**src/rtl/mul_share_arb.sv**
```systemverilog
// Round-robin arbiter/sequencer sharing one 16x16 shift-add multiplier among NREQ requesters.
// Optional abort-on-timeout in BUSY is enabled by defining MULT_ARB_TIMEOUT_EN.
module mul_share_arb #(
    parameter int NREQ    = 4,
    parameter int IDW     = 2,
    parameter int TIMEOUT = 40
) (
    input  logic              clk,
    input  logic              rst_n,
    input  logic [NREQ-1:0]   req_valid,
    input  logic [16*NREQ-1:0] req_a,
    input  logic [16*NREQ-1:0] req_b,
    output logic [NREQ-1:0]   req_ready,
    output logic              rsp_valid,
    input  logic              rsp_ready,
    output logic [31:0]       rsp_data,
    output logic [IDW-1:0]    rsp_id,
    output logic              rsp_err,
    output logic              mul_start,
    output logic [15:0]       mul_a,
    output logic [15:0]       mul_b,
    input  logic [31:0]       mul_yout,
    input  logic              mul_done,
    output logic              busy
);

    localparam logic [1:0] ST_IDLE   = 2'd0;
    localparam logic [1:0] ST_LAUNCH = 2'd1;
    localparam logic [1:0] ST_BUSY   = 2'd2;
    localparam logic [1:0] ST_RESP   = 2'd3;

    localparam logic [NREQ-1:0] GNT_LSB = {{(NREQ-1){1'b0}}, 1'b1};

    if (NREQ < 2 || NREQ > 8 || TIMEOUT < 1 || TIMEOUT > 255) begin : g_bad_cfg
        $error("mul_share_arb: unsupported parameter set");
    end

    logic [1:0]     state_r;
    logic [IDW-1:0] rr_ptr_r;
    logic [IDW-1:0] id_r;
    logic [31:0]    base_r;
    logic [IDW-1:0] cand_s;
    logic [IDW-1:0] grant_idx_s;
    logic           grant_found_s;
    logic [15:0]    slot_a_s [NREQ];
    logic [15:0]    slot_b_s [NREQ];

`ifdef MULT_ARB_TIMEOUT_EN
    localparam logic [7:0] TMO_LAST = 8'(TIMEOUT - 1);
    logic [7:0] tmo_cnt_r;
`endif

    for (genvar k = 0; k < NREQ; k++) begin : g_slot
        assign slot_a_s[k] = req_a[16*k +: 16];
        assign slot_b_s[k] = req_b[16*k +: 16];
    end

    function automatic logic [IDW-1:0] next_ptr(input logic [IDW-1:0] g);
        if (g == IDW'(NREQ - 1)) begin
            return '0;
        end else begin
            return g + IDW'(1);
        end
    endfunction

    // Round-robin search: first pending requester at or after rr_ptr, wrapping.
    always_comb begin
        grant_found_s = 1'b0;
        grant_idx_s   = '0;
        cand_s        = '0;
        for (int i = 0; i < NREQ; i++) begin
            cand_s = IDW'((int'(rr_ptr_r) + i) % NREQ);
            if (!grant_found_s && req_valid[cand_s]) begin
                grant_found_s = 1'b1;
                grant_idx_s   = cand_s;
            end else begin
                grant_found_s = grant_found_s;
            end
        end
    end

    // Sequencer FSM; every output is a register updated here.
    always_ff @(posedge clk or negedge rst_n) begin
        if (!rst_n) begin
            state_r   <= ST_IDLE;
            rr_ptr_r  <= '0;
            id_r      <= '0;
            base_r    <= 32'd0;
            req_ready <= '0;
            rsp_valid <= 1'b0;
            rsp_data  <= 32'd0;
            rsp_id    <= '0;
            rsp_err   <= 1'b0;
            mul_start <= 1'b0;
            mul_a     <= 16'd0;
            mul_b     <= 16'd0;
            busy      <= 1'b0;
`ifdef MULT_ARB_TIMEOUT_EN
            tmo_cnt_r <= 8'd0;
`endif
        end else begin
            req_ready <= '0;
            case (state_r)
                ST_IDLE: begin
                    if (grant_found_s) begin
                        req_ready <= GNT_LSB << grant_idx_s;
                        id_r      <= grant_idx_s;
                        mul_a     <= slot_a_s[grant_idx_s];
                        mul_b     <= slot_b_s[grant_idx_s];
                        // Product register never clears, so remember where it started.
                        base_r    <= mul_yout;
                        busy      <= 1'b1;
                        state_r   <= ST_LAUNCH;
                    end else begin
                        busy      <= 1'b0;
                    end
                end
                ST_LAUNCH: begin
                    mul_start <= 1'b1;
`ifdef MULT_ARB_TIMEOUT_EN
                    tmo_cnt_r <= 8'd0;
`endif
                    state_r   <= ST_BUSY;
                end
                ST_BUSY: begin
                    if (mul_done) begin
                        rsp_data  <= mul_yout - base_r;
                        rsp_id    <= id_r;
                        rsp_err   <= 1'b0;
                        rsp_valid <= 1'b1;
                        mul_start <= 1'b0;
                        state_r   <= ST_RESP;
                    end
`ifdef MULT_ARB_TIMEOUT_EN
                    else if (tmo_cnt_r == TMO_LAST) begin
                        rsp_data  <= 32'd0;
                        rsp_id    <= id_r;
                        rsp_err   <= 1'b1;
                        rsp_valid <= 1'b1;
                        mul_start <= 1'b0;
                        state_r   <= ST_RESP;
                    end else begin
                        tmo_cnt_r <= tmo_cnt_r + 8'd1;
                    end
`else
                    else begin
                        mul_start <= 1'b1;
                    end
`endif
                end
                ST_RESP: begin
                    // mul_start stays low here, which re-arms the multiplier.
                    if (rsp_ready) begin
                        rsp_valid <= 1'b0;
                        rr_ptr_r  <= next_ptr(id_r);
                        mul_a     <= 16'd0;
                        mul_b     <= 16'd0;
                        busy      <= 1'b0;
                        state_r   <= ST_IDLE;
                    end else begin
                        rsp_valid <= 1'b1;
                    end
                end
                default: begin
                    state_r   <= ST_IDLE;
                    rsp_valid <= 1'b0;
                    mul_start <= 1'b0;
                    busy      <= 1'b0;
                end
            endcase
        end
    end

endmodule
```
**config.mk**
```make
export PLATFORM = sky130hd
export DESIGN_NAME = mul_share_arb
export DESIGN_NICKNAME = d
export VERILOG_FILES = /design/src/rtl/mul_share_arb.sv
export SDC_FILE = /design/constraint.sdc
export NUM_CORES = 1
export LEC_CHECK = 0
export ABC_AREA = 0
export BUFFER_PORTS_ARGS = -buffer_cell sky130_fd_sc_hd__buf_2
export CORE_AREA = 3 3 121 123
export DETAILED_ROUTE_END_ITERATION = 6
export DIE_AREA = 0 0 124 126
export PLACE_DENSITY = 0.79
export SLEW_MARGIN = 15
export SYNTH_ARGS = -nofsm -noshare
export SYNTH_HDL_FRONTEND = slang
export SYNTH_SLANG_ARGS = --single-unit
```
**constraint.sdc**
```tcl
create_clock -name clk -period 3.9 [get_ports clk]
set_input_delay 0.585 -clock clk [delete_from_list [all_inputs] [get_ports clk]]
set_output_delay 0.585 -clock clk [all_outputs]
set_load 0.01 [all_outputs]
```
==> summary.md <==
| Metric | Value |
|---|---|
| Crit-path cells | ha_1 -> fa_1 -> nor2b_1 -> o2111ai_1 -> a2111oi_4 -> a311oi_1 -> o21a_1 -> or4_1 -> nand3_1 |
| Number of synthesized flops with an enable pin | 0 |
| Synth top cells by count | nand2_1 (112), dfrtp_1 (111), o21ai_0 (52) |
| Critical Path Source Type | register |
| Post-CTS Setup Inserts | 0 |
| CTS clk-pin slew, worst paths | approximately 0.070 ns |
| DR iter-0 viols | 393 |
| Crit. End Element | register |
| Hold Fails Final Rpt | 0 |
| Drc violations | 0 |
| Peak supply drop | roughly 0.36 mV |
| Synthesis warning total | 0 |
| Asr flop ratio synth | between 90% and 100% |
| Top cells by area, synth | dfrtp_1 (41%), mux4_2 (11%), ha_1 (6.4%), nand2_1 (6.2%), a22o_1 (4.1%) |
| Share of layout cells above drive strength 1 | between 30% and 40% |
| Setup Skew | about 0.0057 ns |
| Pwr/cell area | just under 800 nW/um^2 |
| RSZ-0062 raised after global routing | no |
| P&R area growth vs syn | 24.3% |
| CTS tree | yes |
| Period utilization | between 70% and 80% |
| RePlAce Congestion | approximately 0.92 |
| Setup Viol. Count Final | 0 |
| H-tree depth | 3 |
| Final Power | 6720 uW |
| Hold WC Path Type | in2async |
| PostCTS Resize Cnt | 0 |
| CTS root buffer | clkbuf_16 |
| Core Util, Final | about three fifths |
| Die area | roughly 16000 um^2 |
| Status | finished clean |
| Count leader, synth | nand2_1 |
| Overall Global Routing Usage | between 20% and 30% |
| Achievable Freq | between 0.3 and 0.4 GHz |
| N_diodes | 0 |
| Crit Path Category | reg2reg |
| Number of global-route vias before repair | around 6300 |
| Tmin final | 2.97 ns |
| Critical-path top delay cell | a2111oi_4 |
| Die Height | approximately 130 um |
| Syn_nets | between 800 and 900 |
| CP bufs+invs | 0 |
| Seq/Total Area, Yosys | between 40 and 50% |
| CP top delay family | compound AO/OA/AOI/OAI gates |
| Max incr delay on CP | 0.47 ns |
| Clock Sinks | 111 |
| Final net count | between 1000 and 1500 |
| DR vias | 6266 |
| Dominant synthesized flop cell | dfrtp_1 |
| Total iterations of the first detailed-routing run | 7 |
| Number of cell rows | between 40 and 50 |
| Leakage power | roughly 0.0042 uW |
| Levels on crit path | 9 |
| Post-DP HPWL | 15.2 mm |
| Rel. slew slack | 36.3% |
| Grt ovf | 0 |
| Fin Setup TNS | 0 ns |
| Syn Std Cell Area | between 6000 and 7000 um^2 |
| Area leader, netlist | dfrtp_1 |
| Vias/cell | approximately 5.7 |
| Port Buf Inserts | 240 |
| First-pass GRT wire length | 31.2 mm |
| Worst r2r path cells | 9 |
| Die W | 124 um |
| Synth Register Bits | between 100 and 150 |
| CP required | between 4 and 5 ns |
| Crit path DAT | 3.26 ns |
| Syn_area_per_cell | around 9.8 um^2 |
| Synth unique cells | 65 |
| Drt total wl | 19.6 mm |
| Top Ports | 242 |
| Initial Utilization | about half |
| Number of max-cap violations | 0 |
| Yosys top cell area share | between 40% and 50% |
| Post-route ant nets | 0 |
| Mapped Cells | 692 |
| Drt wl/cell | roughly 18 um |
| Slew Viols, Final | 0 |
| CTS Buf Count | 9 |
| Worst-Skew Late Latency | ~0.35 ns |
| Clock Path Buffers | 2 |
| Crit path max fanout | 4 |
| Core area | approximately 14000 um^2 |
| Initial antenna violation count | 1 |
| CTS Hold Bufs | 0 |
| Largest net degree at the start of global routing | between 70 and 80 |
| Slew @ Worst Pin | around 0.96 ns |
## stage by stage
step | hold WS, ns | instance area [um^2] | cells | worst slack [ns]
after floorplan | 0.289 | 6800 | 692 | 1.08
after global placement | 0.457 | 8170 | 1082 | 0.724
after detailed placement | 0.456 | 8170 | 1082 | 0.697
after CTS | 0.433 | 8430 | 1097 | 0.985
after global routing | 0.463 | 8460 | 1098 | 0.807
final | 0.393 | 8460 | 1098 | 0.926
## cell type report
class | instances | area [um^2]
Multi-Input combinational cell | 503 | 3740
Tap cell | 180 | 225
Sequential cell | 111 | 2780
Inverter | 42 | 158
Timing Repair Buffer | 247 | 1290
Clock buffer | 10 | 229
Clock inverter | 5 | 35.0
Fill cell | 1258 | 5320
## sequential cells by signal, indices dropped and copies added, names as in the netlist
name,cells
mul_start,1
rsp_id,2
id_r,2
rr_ptr_r,2
base_r,32
busy,1
rsp_valid,1
mul_a,16
mul_b,16
req_ready,4
rsp_data,32
state_r,2
## layout by cell type (no fill, tap or decap), types with 12 or more instances in the layout
cell	synthesis	final
mux4_2	32	32
a21oi_1	34	34
o21ai_1	25	24
a22o_1	32	32
xor2_1	12	12
buf_2	9	239
nor2_1	28	26
xnor2_1	12	12
ha_1	35	35
inv_1	42	42
o21ai_0	52	52
dfrtp_1	111	111
nand2_1	112	111
## report_power, final
part	switching, uW	internal [uW]	total (uW)	leakage, uW
clock	428	432	860	0.000129
combinational	2240	1680	3910	0.00268
sequential	267	1680	1940	0.00139
## kinds of logic after synthesis
logic type / Yosys count / share of synthesized area [%]
compound gates: 214 / 21.0
simple gates: 192 / 12.6
flops: 111 / 40.8
buf+inv: 78 / 4.52
fa+ha+maj: 36 / 6.73
mux: 36 / 11.2
xor+xnor: 24 / 3.09
other cells: 1 / 0.0551
## final timing paths
check / startpoint / to / slack [ns]
max: base_r[0] / rsp_data[22] / 0.93
min: rst_n / base_r[6] / 0.39
max reg2reg: base_r[0] / rsp_data[22] / 0.93
min reg2reg: rsp_data[5] / rsp_data[5] / 0.48
max in group asynchronous: rst_n / mul_a[2] / 2.76
min in group clk: mul_yout[31] / base_r[31] / 0.45
## per-layer routing
layer	part of all wire, %	track usage [%]	vias up
met3	7.1	3.91	46
li1	-	-	2957
met2	49	42.3	276
met5	0.092	0	-
met4	2.5	8.51	2
met1	41	33.7	2985
## worst reg2reg max path, cell delays in order (launching register included)
cell	delay, ns
dfrtp_1	0.38
ha_1	0.21
fa_1	0.42
nor2b_1	0.18
o2111ai_1	0.29
a2111oi_4	0.48
a311oi_1	0.17
o21a_1	0.27
or4_1	0.43
nand3_1	0.08
Note: power is estimated with default switching activity, not from simulation.
